### src/rtl/ppu_pkg.sv
// Shared types and constants for the PPU sprite pipeline.
package ppu_pkg;

    // OAM attribute byte as seen on the load port.
    typedef struct packed {
        logic       flip_v;
        logic       flip_h;
        logic       pri;
        logic [2:0] rsvd;
        logic [1:0] pal;
    } sp_attr_t;

    // One sprite slot: pattern planes, X position / counter preload, palette, priority.
    typedef struct packed {
        logic [7:0] pat0;
        logic [7:0] pat1;
        logic [7:0] x;
        logic [1:0] pal;
        logic       pri;
    } sp_slot_t;

    localparam int SP_ATTR_PRI   = 5;
    localparam int SP_ATTR_FLIPH = 6;

    // An empty slot: no pattern bits, parked off-screen, behind the background.
    localparam sp_slot_t SP_TRANSPARENT = '{
        pat0: 8'h00,
        pat1: 8'h00,
        x:    8'hFF,
        pal:  2'b00,
        pri:  1'b1
    };

    // Mirror a pattern byte so the leftmost pixel becomes the rightmost.
    function automatic logic [7:0] bit_rev8(input logic [7:0] b);
        logic [7:0] r;
        for (int i = 0; i < 8; i++) begin
            r[i] = b[7-i];
        end
        return r;
    endfunction

endpackage

### src/rtl/sprite_slot.sv
// One active sprite slot: X down-counter, two pattern shifters and pixel output.
module sprite_slot
    import ppu_pkg::*;
(
    input  logic       clk,
    input  logic       rst,
    input  logic       i_load,
    input  sp_slot_t   i_slot,
    input  logic       i_px_en,
    output logic [3:0] o_px,
    output logic       o_pri
);

    logic [7:0] r_cnt;
    logic [7:0] r_pat0;
    logic [7:0] r_pat1;
    logic [1:0] r_pal;
    logic       r_pri;

    // Load on commit; otherwise count down to the sprite, then shift its pixels out.
    always_ff @(posedge clk or posedge rst) begin
        // NOTE: sequential state uses non-blocking assignments so every register
        // samples pre-edge values; blocking here would create order-dependent races.
        if (rst) begin
            r_cnt  <= 8'hFF;
            r_pat0 <= 8'h00;
            r_pat1 <= 8'h00;
            r_pal  <= 2'b00;
            r_pri  <= 1'b1;
        end else if (i_load) begin
            r_cnt  <= i_slot.x;
            r_pat0 <= i_slot.pat0;
            r_pat1 <= i_slot.pat1;
            r_pal  <= i_slot.pal;
            r_pri  <= i_slot.pri;
        end else if (i_px_en) begin
            if (r_cnt != 8'h00) begin
                r_cnt <= r_cnt - 8'h01;
            end else begin
                r_pat0 <= {r_pat0[6:0], 1'b0};
                r_pat1 <= {r_pat1[6:0], 1'b0};
            end
        end
    end

    assign o_px  = (r_cnt == 8'h00) ? {r_pal, r_pat1[7], r_pat0[7]} : 4'h0;
    assign o_pri = r_pri;

endmodule

### src/rtl/sprite_line_engine.sv
// Double-buffered per-scanline sprite engine: staging bank + load pointer,
// NUM_SLOTS active sprite_slot instances and a lowest-index-wins pixel mux.
// Optional feature macro: SP_LEFT_CLIP_EN (blank sprites in dots 0..7 when show_left=0).
module sprite_line_engine
    import ppu_pkg::*;
#(
    parameter int NUM_SLOTS = 8,
    parameter int IDX_W     = $clog2(NUM_SLOTS + 1)
) (
    input  logic       clk,
    input  logic       rst,
    input  logic       ld_start,
    input  logic       ld_valid,
    input  logic [7:0] ld_attr,
    input  logic [7:0] ld_x,
    input  logic [7:0] ld_pat0,
    input  logic [7:0] ld_pat1,
    input  logic       ld_inscan,
    input  logic       ld_sp0,
    input  logic       commit,
    input  logic       px_en,
    input  logic [7:0] px_x,
    input  logic       show_left,
    output logic [3:0] sp_px,
    output logic       sp_pri,
    output logic       sp0_opaque,
    output logic       ld_overflow
);

    sp_slot_t   r_stage [NUM_SLOTS];
    logic [IDX_W-1:0] r_ptr;
    logic       r_ovf;
    logic       r_sp0_stage;
    logic       r_sp0_active;

    sp_attr_t   w_attr;
    sp_slot_t   w_entry;
    logic [7:0] w_pat0;
    logic [7:0] w_pat1;
    logic [IDX_W-1:0] w_ptr_cur;
    logic       w_full;
    logic       w_write;
    logic       w_clip;
    logic [3:0] w_slot_px  [NUM_SLOTS];
    logic       w_slot_pri [NUM_SLOTS];

    // A same-cycle ld_start clears first, so the write then lands in slot 0.
    assign w_attr    = sp_attr_t'(ld_attr);
    assign w_ptr_cur = ld_start ? '0 : r_ptr;
    assign w_full    = (w_ptr_cur == IDX_W'(NUM_SLOTS));
    assign w_write   = ld_valid && !w_full;

    assign w_pat0  = !ld_inscan ? 8'h00 : (ld_attr[SP_ATTR_FLIPH] ? bit_rev8(ld_pat0) : ld_pat0);
    assign w_pat1  = !ld_inscan ? 8'h00 : (ld_attr[SP_ATTR_FLIPH] ? bit_rev8(ld_pat1) : ld_pat1);
    assign w_entry = '{pat0: w_pat0, pat1: w_pat1, x: ld_x, pal: w_attr.pal,
                       pri: ld_attr[SP_ATTR_PRI]};

    // Staging bank, load pointer, overflow flag and sp0 staging flag.
    always_ff @(posedge clk or posedge rst) begin
        if (rst) begin
            // NOTE: the staging bank is a handful of flops with a defined empty state,
            // so it is reset like any other register rather than treated as RAM.
            for (int i = 0; i < NUM_SLOTS; i++) begin
                r_stage[i] <= SP_TRANSPARENT;
            end
            r_ptr       <= '0;
            r_ovf       <= 1'b0;
            r_sp0_stage <= 1'b0;
        end else begin
            if (ld_start) begin
                for (int i = 0; i < NUM_SLOTS; i++) begin
                    r_stage[i] <= SP_TRANSPARENT;
                end
                r_sp0_stage <= 1'b0;
            end
            if (w_write) begin
                for (int i = 0; i < NUM_SLOTS; i++) begin
                    if (w_ptr_cur == IDX_W'(i)) begin
                        r_stage[i] <= w_entry;
                    end
                end
                if (w_ptr_cur == '0) begin
                    r_sp0_stage <= ld_sp0;
                end
            end
            r_ptr <= w_write ? (w_ptr_cur + IDX_W'(1)) : w_ptr_cur;
            r_ovf <= (ld_start ? 1'b0 : r_ovf) | (ld_valid && w_full);
        end
    end

    // Sprite-0 tag follows the staging bank into the active bank on commit.
    always_ff @(posedge clk or posedge rst) begin
        if (rst) begin
            r_sp0_active <= 1'b0;
        end else if (commit) begin
            r_sp0_active <= r_sp0_stage;
        end
    end

    for (genvar g = 0; g < NUM_SLOTS; g++) begin : g_slot
        sprite_slot u_slot (
            .clk     (clk),
            .rst     (rst),
            .i_load  (commit),
            .i_slot  (r_stage[g]),
            .i_px_en (px_en),
            .o_px    (w_slot_px[g]),
            .o_pri   (w_slot_pri[g])
        );
    end

`ifdef SP_LEFT_CLIP_EN
    logic [1:0] w_unused;
    assign w_clip = !show_left && (px_x < 8'd8);
`else
    logic [10:0] w_unused;
    assign w_clip = 1'b0;
    assign w_unused[10:2] = {show_left, px_x};
`endif
    assign w_unused[1:0] = {w_attr.flip_v, ^w_attr.rsvd};

    // Lowest-index opaque slot wins; transparent defaults when idle or clipped.
    always_comb begin
        // NOTE: every output gets a default before any condition so no path
        // leaves a value unassigned, which would infer a latch.
        sp_px      = 4'h0;
        sp_pri     = 1'b1;
        sp0_opaque = 1'b0;
        if (px_en && !w_clip) begin
            for (int i = NUM_SLOTS - 1; i >= 0; i--) begin
                if (w_slot_px[i][1:0] != 2'b00) begin
                    sp_px  = w_slot_px[i];
                    sp_pri = w_slot_pri[i];
                end
            end
            sp0_opaque = r_sp0_active && (w_slot_px[0][1:0] != 2'b00);
        end
    end

    assign ld_overflow = r_ovf;

endmodule
### config.mk
export PLATFORM = sky130hd
export DESIGN_NAME = sprite_line_engine
export DESIGN_NICKNAME = d
export VERILOG_FILES = /design/src/rtl/ppu_pkg.sv /design/src/rtl/sprite_slot.sv /design/src/rtl/sprite_line_engine.sv
export SDC_FILE = /design/constraint.sdc
export NUM_CORES = 1
export LEC_CHECK = 0
export ABC_AREA = 0
export BUFFER_PORTS_ARGS = -buffer_cell sky130_fd_sc_hd__buf_2
export CAP_MARGIN = 20
export CORE_UTILIZATION = 55
export CTS_BUF_LIST = sky130_fd_sc_hd__clkbuf_8
export DETAILED_ROUTE_END_ITERATION = 8
export HOLD_SLACK_MARGIN = 0.02
export PLACE_DENSITY = 0.74
export SYNTH_ARGS = -nofsm -noshare
export SYNTH_HDL_FRONTEND = slang
export SYNTH_SLANG_ARGS = --single-unit
### constraint.sdc
create_clock -name clk -period 17.3 [get_ports clk]
set_input_delay 1.73 -clock clk [delete_from_list [all_inputs] [get_ports clk]]
set_output_delay 1.73 -clock clk [all_outputs]
set_load 0.1 [all_outputs]
==> impl_metrics.env <==
export IMPL_synth_cells=1995
export IMPL_syn_nets=2061
export IMPL_vias=14262
export IMPL_ys_flop_type="dfrtp_1"
export IMPL_clockBufferDepth=3
export IMPL_antenna_left=0
export IMPL_grt_antenna_before_repair=0
export IMPL_area_delta_synth_final_pct=9.00
export IMPL_status="finished clean"
export IMPL_power_per_cell_area_mw_per_mm2=97.8
export IMPL_overflow=0
export IMPL_cts_setup_buffers=0
export IMPL_seq_area_frac_synth_pct=55.1
export IMPL_vdd_drop_max_mv=0.0826
export IMPL_vias_per_cell=5.70
export IMPL_cts_resized=0
export IMPL_slew_headroom_pct=24.6
export IMPL_syn_area_mm2=0.0203
export IMPL_r2r_worst_path_cells=6
export IMPL_drtPass1Iterations=5
export IMPL_max_clock_freq_mhz=174
export IMPL_yosysTopAreaCell="dfrtp_1"
export IMPL_coreArea_mm2=0.0359
export IMPL_crit_path_end="sp_px[3]"
export IMPL_cts_root_buf="clkbuf_8"
export IMPL_clk_pin_slew_ps=60
export IMPL_grt_max_degree=217
export IMPL_synth_mux_area_share_pct=8.16
export IMPL_synth_cell_types=77
export IMPL_fillCellCount=2968
export IMPL_criticalPathCategory="primary input to output pin"
export IMPL_start_util_pct=56.4
export IMPL_dpl_cell_count=2369
export IMPL_required_ps=15570
export IMPL_yosysMostFrequentCell="o21ai_0"
export IMPL_rsz0062_at_grt="no"
export IMPL_cts_tree="done"
export IMPL_setup_violations=0
export IMPL_clkLatencyLatePin_ps=600
export IMPL_r2r_end="g_slot[6].u_slot.r_pat0[2]"
export IMPL_io_pins=56
export IMPL_drv_slew=0
export IMPL_grt_pass1_vias=14069
export IMPL_synth_compound_area_share_pct=12.5
export IMPL_fin_tns_setup_ps=0
export IMPL_cts_sinks=439
export IMPL_crit_path_start_kind="primary input"
export IMPL_synth_edf_count=0
export IMPL_wl_per_cell_um=17.5
export IMPL_critPathLaunch="px_en"
export IMPL_path_max_fanout=36
export IMPL_drc=0
export IMPL_yosys_area_share_simple_pct=17.4
export IMPL_setup_worst_path_end_class="output pin"
export IMPL_synth_top_area_share_pct=36.4
export IMPL_cts_hold_buffers=0
export IMPL_ys_top_cells_by_count="o21ai_0, dfrtp_1, nand2_1, nor2_1, nand3b_1"
export IMPL_placed_area_mm2=0.0206
export IMPL_io_buffer_count=42
export IMPL_cts_htree_levels=3
export IMPL_post_dp_hpwl_um=25900
export IMPL_fin_cells=2500
export IMPL_grt_pass1_wl_um=73000
export IMPL_min_path_type="flop to flop"
export IMPL_fin_worst_skew_ps=20.5
export IMPL_synthAdderAreaFrac_pct=1.05
export IMPL_nets=2050
export IMPL_worstPathArrival_ps=4030
export IMPL_syn_avg_cell_area_um2=10.2
export IMPL_drt_initial_drc_count=1090
export IMPL_die_y_um=194
export IMPL_grt_usage_pct=24.0
export IMPL_rrSetupSlack_ps=14660
export IMPL_post_route_util_pct=61.5
export IMPL_hold_violations=0
export IMPL_fin_total_pwr_uw=2160
export IMPL_rows=69
export IMPL_design_area_mm2=0.0221
export IMPL_synthArstFlopShare_pct=100
export IMPL_drive_above_1_share_pct=19.1
export IMPL_gp_congestion=0.805
export IMPL_layout_min_cycle_time_ps=5760
export IMPL_cap_violations=0
export IMPL_ys_ff_latch=439
export IMPL_finalCritPeriodShare_pct=33.3
export IMPL_wl_um=43800
export IMPL_die_x_um=194
export IMPL_synth_xor_area_share_pct=2.29
export IMPL_p_leak_uw=0.0101
export IMPL_fp_dieArea_mm2=0.0376
export IMPL_worst_slew_pin_slew_ps=1130
export IMPL_rr_startpoint="g_slot[6].u_slot.r_cnt[0]"
export IMPL_synth_top_family_by_area="simple AND/OR/NAND/NOR gates"
export IMPL_synth_warnings=0
export IMPL_cts_buffers=73
export IMPL_synth_area_leaders="dfrtp_1, dfstp_2, o21ai_0"
[worst max-delay path: stages]
cell and delay [ps]:
buf_2 70, buf_4 420, nand3_2 570, nor3_1 340, a41oi_1 80, o31ai_1 220
buf_2 550
[cells by family (layout without fill, tap and decap cells)]
| logic type | count (synthesis) | count (layout) |
|---|---|---|
| mux | 159 | 159 |
| other cells | 0 | 1 |
| buf+inv | 176 | 219 |
| flops | 439 | 439 |
| xor+xnor | 53 | 53 |
| fa+ha+maj | 17 | 17 |
| compound gates | 474 | 474 |
| simple gates | 677 | 677 |
[how the worst min path moves through the flow]
stage | to | startpoint | slack (ps) | cells past startpoint
6_report | g_slot[7].u_slot.r_cnt[5] | r_stage[8] | 470 | 2
5_1_grt | g_slot[6].u_slot.r_cnt[5] | r_stage[35] | 490 | 2
4_1_cts | g_slot[7].u_slot.r_cnt[5] | r_stage[8] | 470 | 2
3_5_place_dp | g_slot[5].u_slot.r_pat1[4] | r_stage[69] | 460 | 2
3_3_place_gp | g_slot[0].u_slot.r_cnt[4] | r_stage[196] | 460 | 2
2_1_floorplan | g_slot[0].u_slot.r_cnt[0] | r_stage[192] | 450 | 2
[cell usage in the layout, fill, tap and decap left out, drive strengths merged, types with 7 or more instances in the layout]
cell    synthesis  routed
nand3b        149     149
xnor2          30      30
nand3          18      18
mux2           47      47
nor2          176     176
mux2i         112     112
dfrtp         295     295
o211ai          7       7
dfstp         144     144
xor2           23      23
a21oi          82      82
o21ai         351     351
nor4           11      11
buf            25      55
ha             17      17
clkbuf        116      90
nor3           16      16
nor3b           7       7
nand2         250     250
inv            35      64
[routing by layer]
layer,vias up,track usage [%],share of wire [%]
li1,6872,-,-
met1,7020,34.6,46
met2,311,38.6,48
met3,59,3.27,4.5
met4,0,5.85,1.4
met5,-,0,0
[per-stage QoR]
step	setup slack [ps]	hold slack (ps)
floorplan	3580	452
CTS	11540	470
finish	11540	472
global route	11480	492
global placement	11550	461
detailed placement	11540	465
[cell type report]
class                           instances  area (µm²)  share of cell area, %
Timing Repair Buffer                   55         357                   1.61
Inverter                               35         139                  0.629
Clock inverter                         39         206                  0.935
Antenna cell                            1        2.50                 0.0113
Sequential cell                       439       11200                   50.5
Multi-Input combinational cell       1380        8400                   38.0
Clock buffer                           90        1240                   5.61
Tap cell                              461         577                   2.61
[sequential cells by signal (all words and copies together) (netlist names)]
| signal | count |
|---|---|
| g_slot.u_slot.r_cnt | 64 |
| r_ptr | 4 |
| g_slot.u_slot.r_pat1 | 64 |
| ld_overflow | 1 |
| g_slot.u_slot.o_pri | 8 |
| r_sp0_active | 1 |
| g_slot.u_slot.r_pat0 | 64 |
| g_slot.u_slot.r_pal | 16 |
| r_stage | 216 |
| r_sp0_stage | 1 |
[where the power goes]
part           leakage, µW  total, µW  switching [µW]  internal (µW)
Sequential         0.00560       1110            30.1           1080
Clock             0.000837        894             408            486
Combinational      0.00367        155             104           50.8
Note: power is estimated with default switching activity, not from simulation.
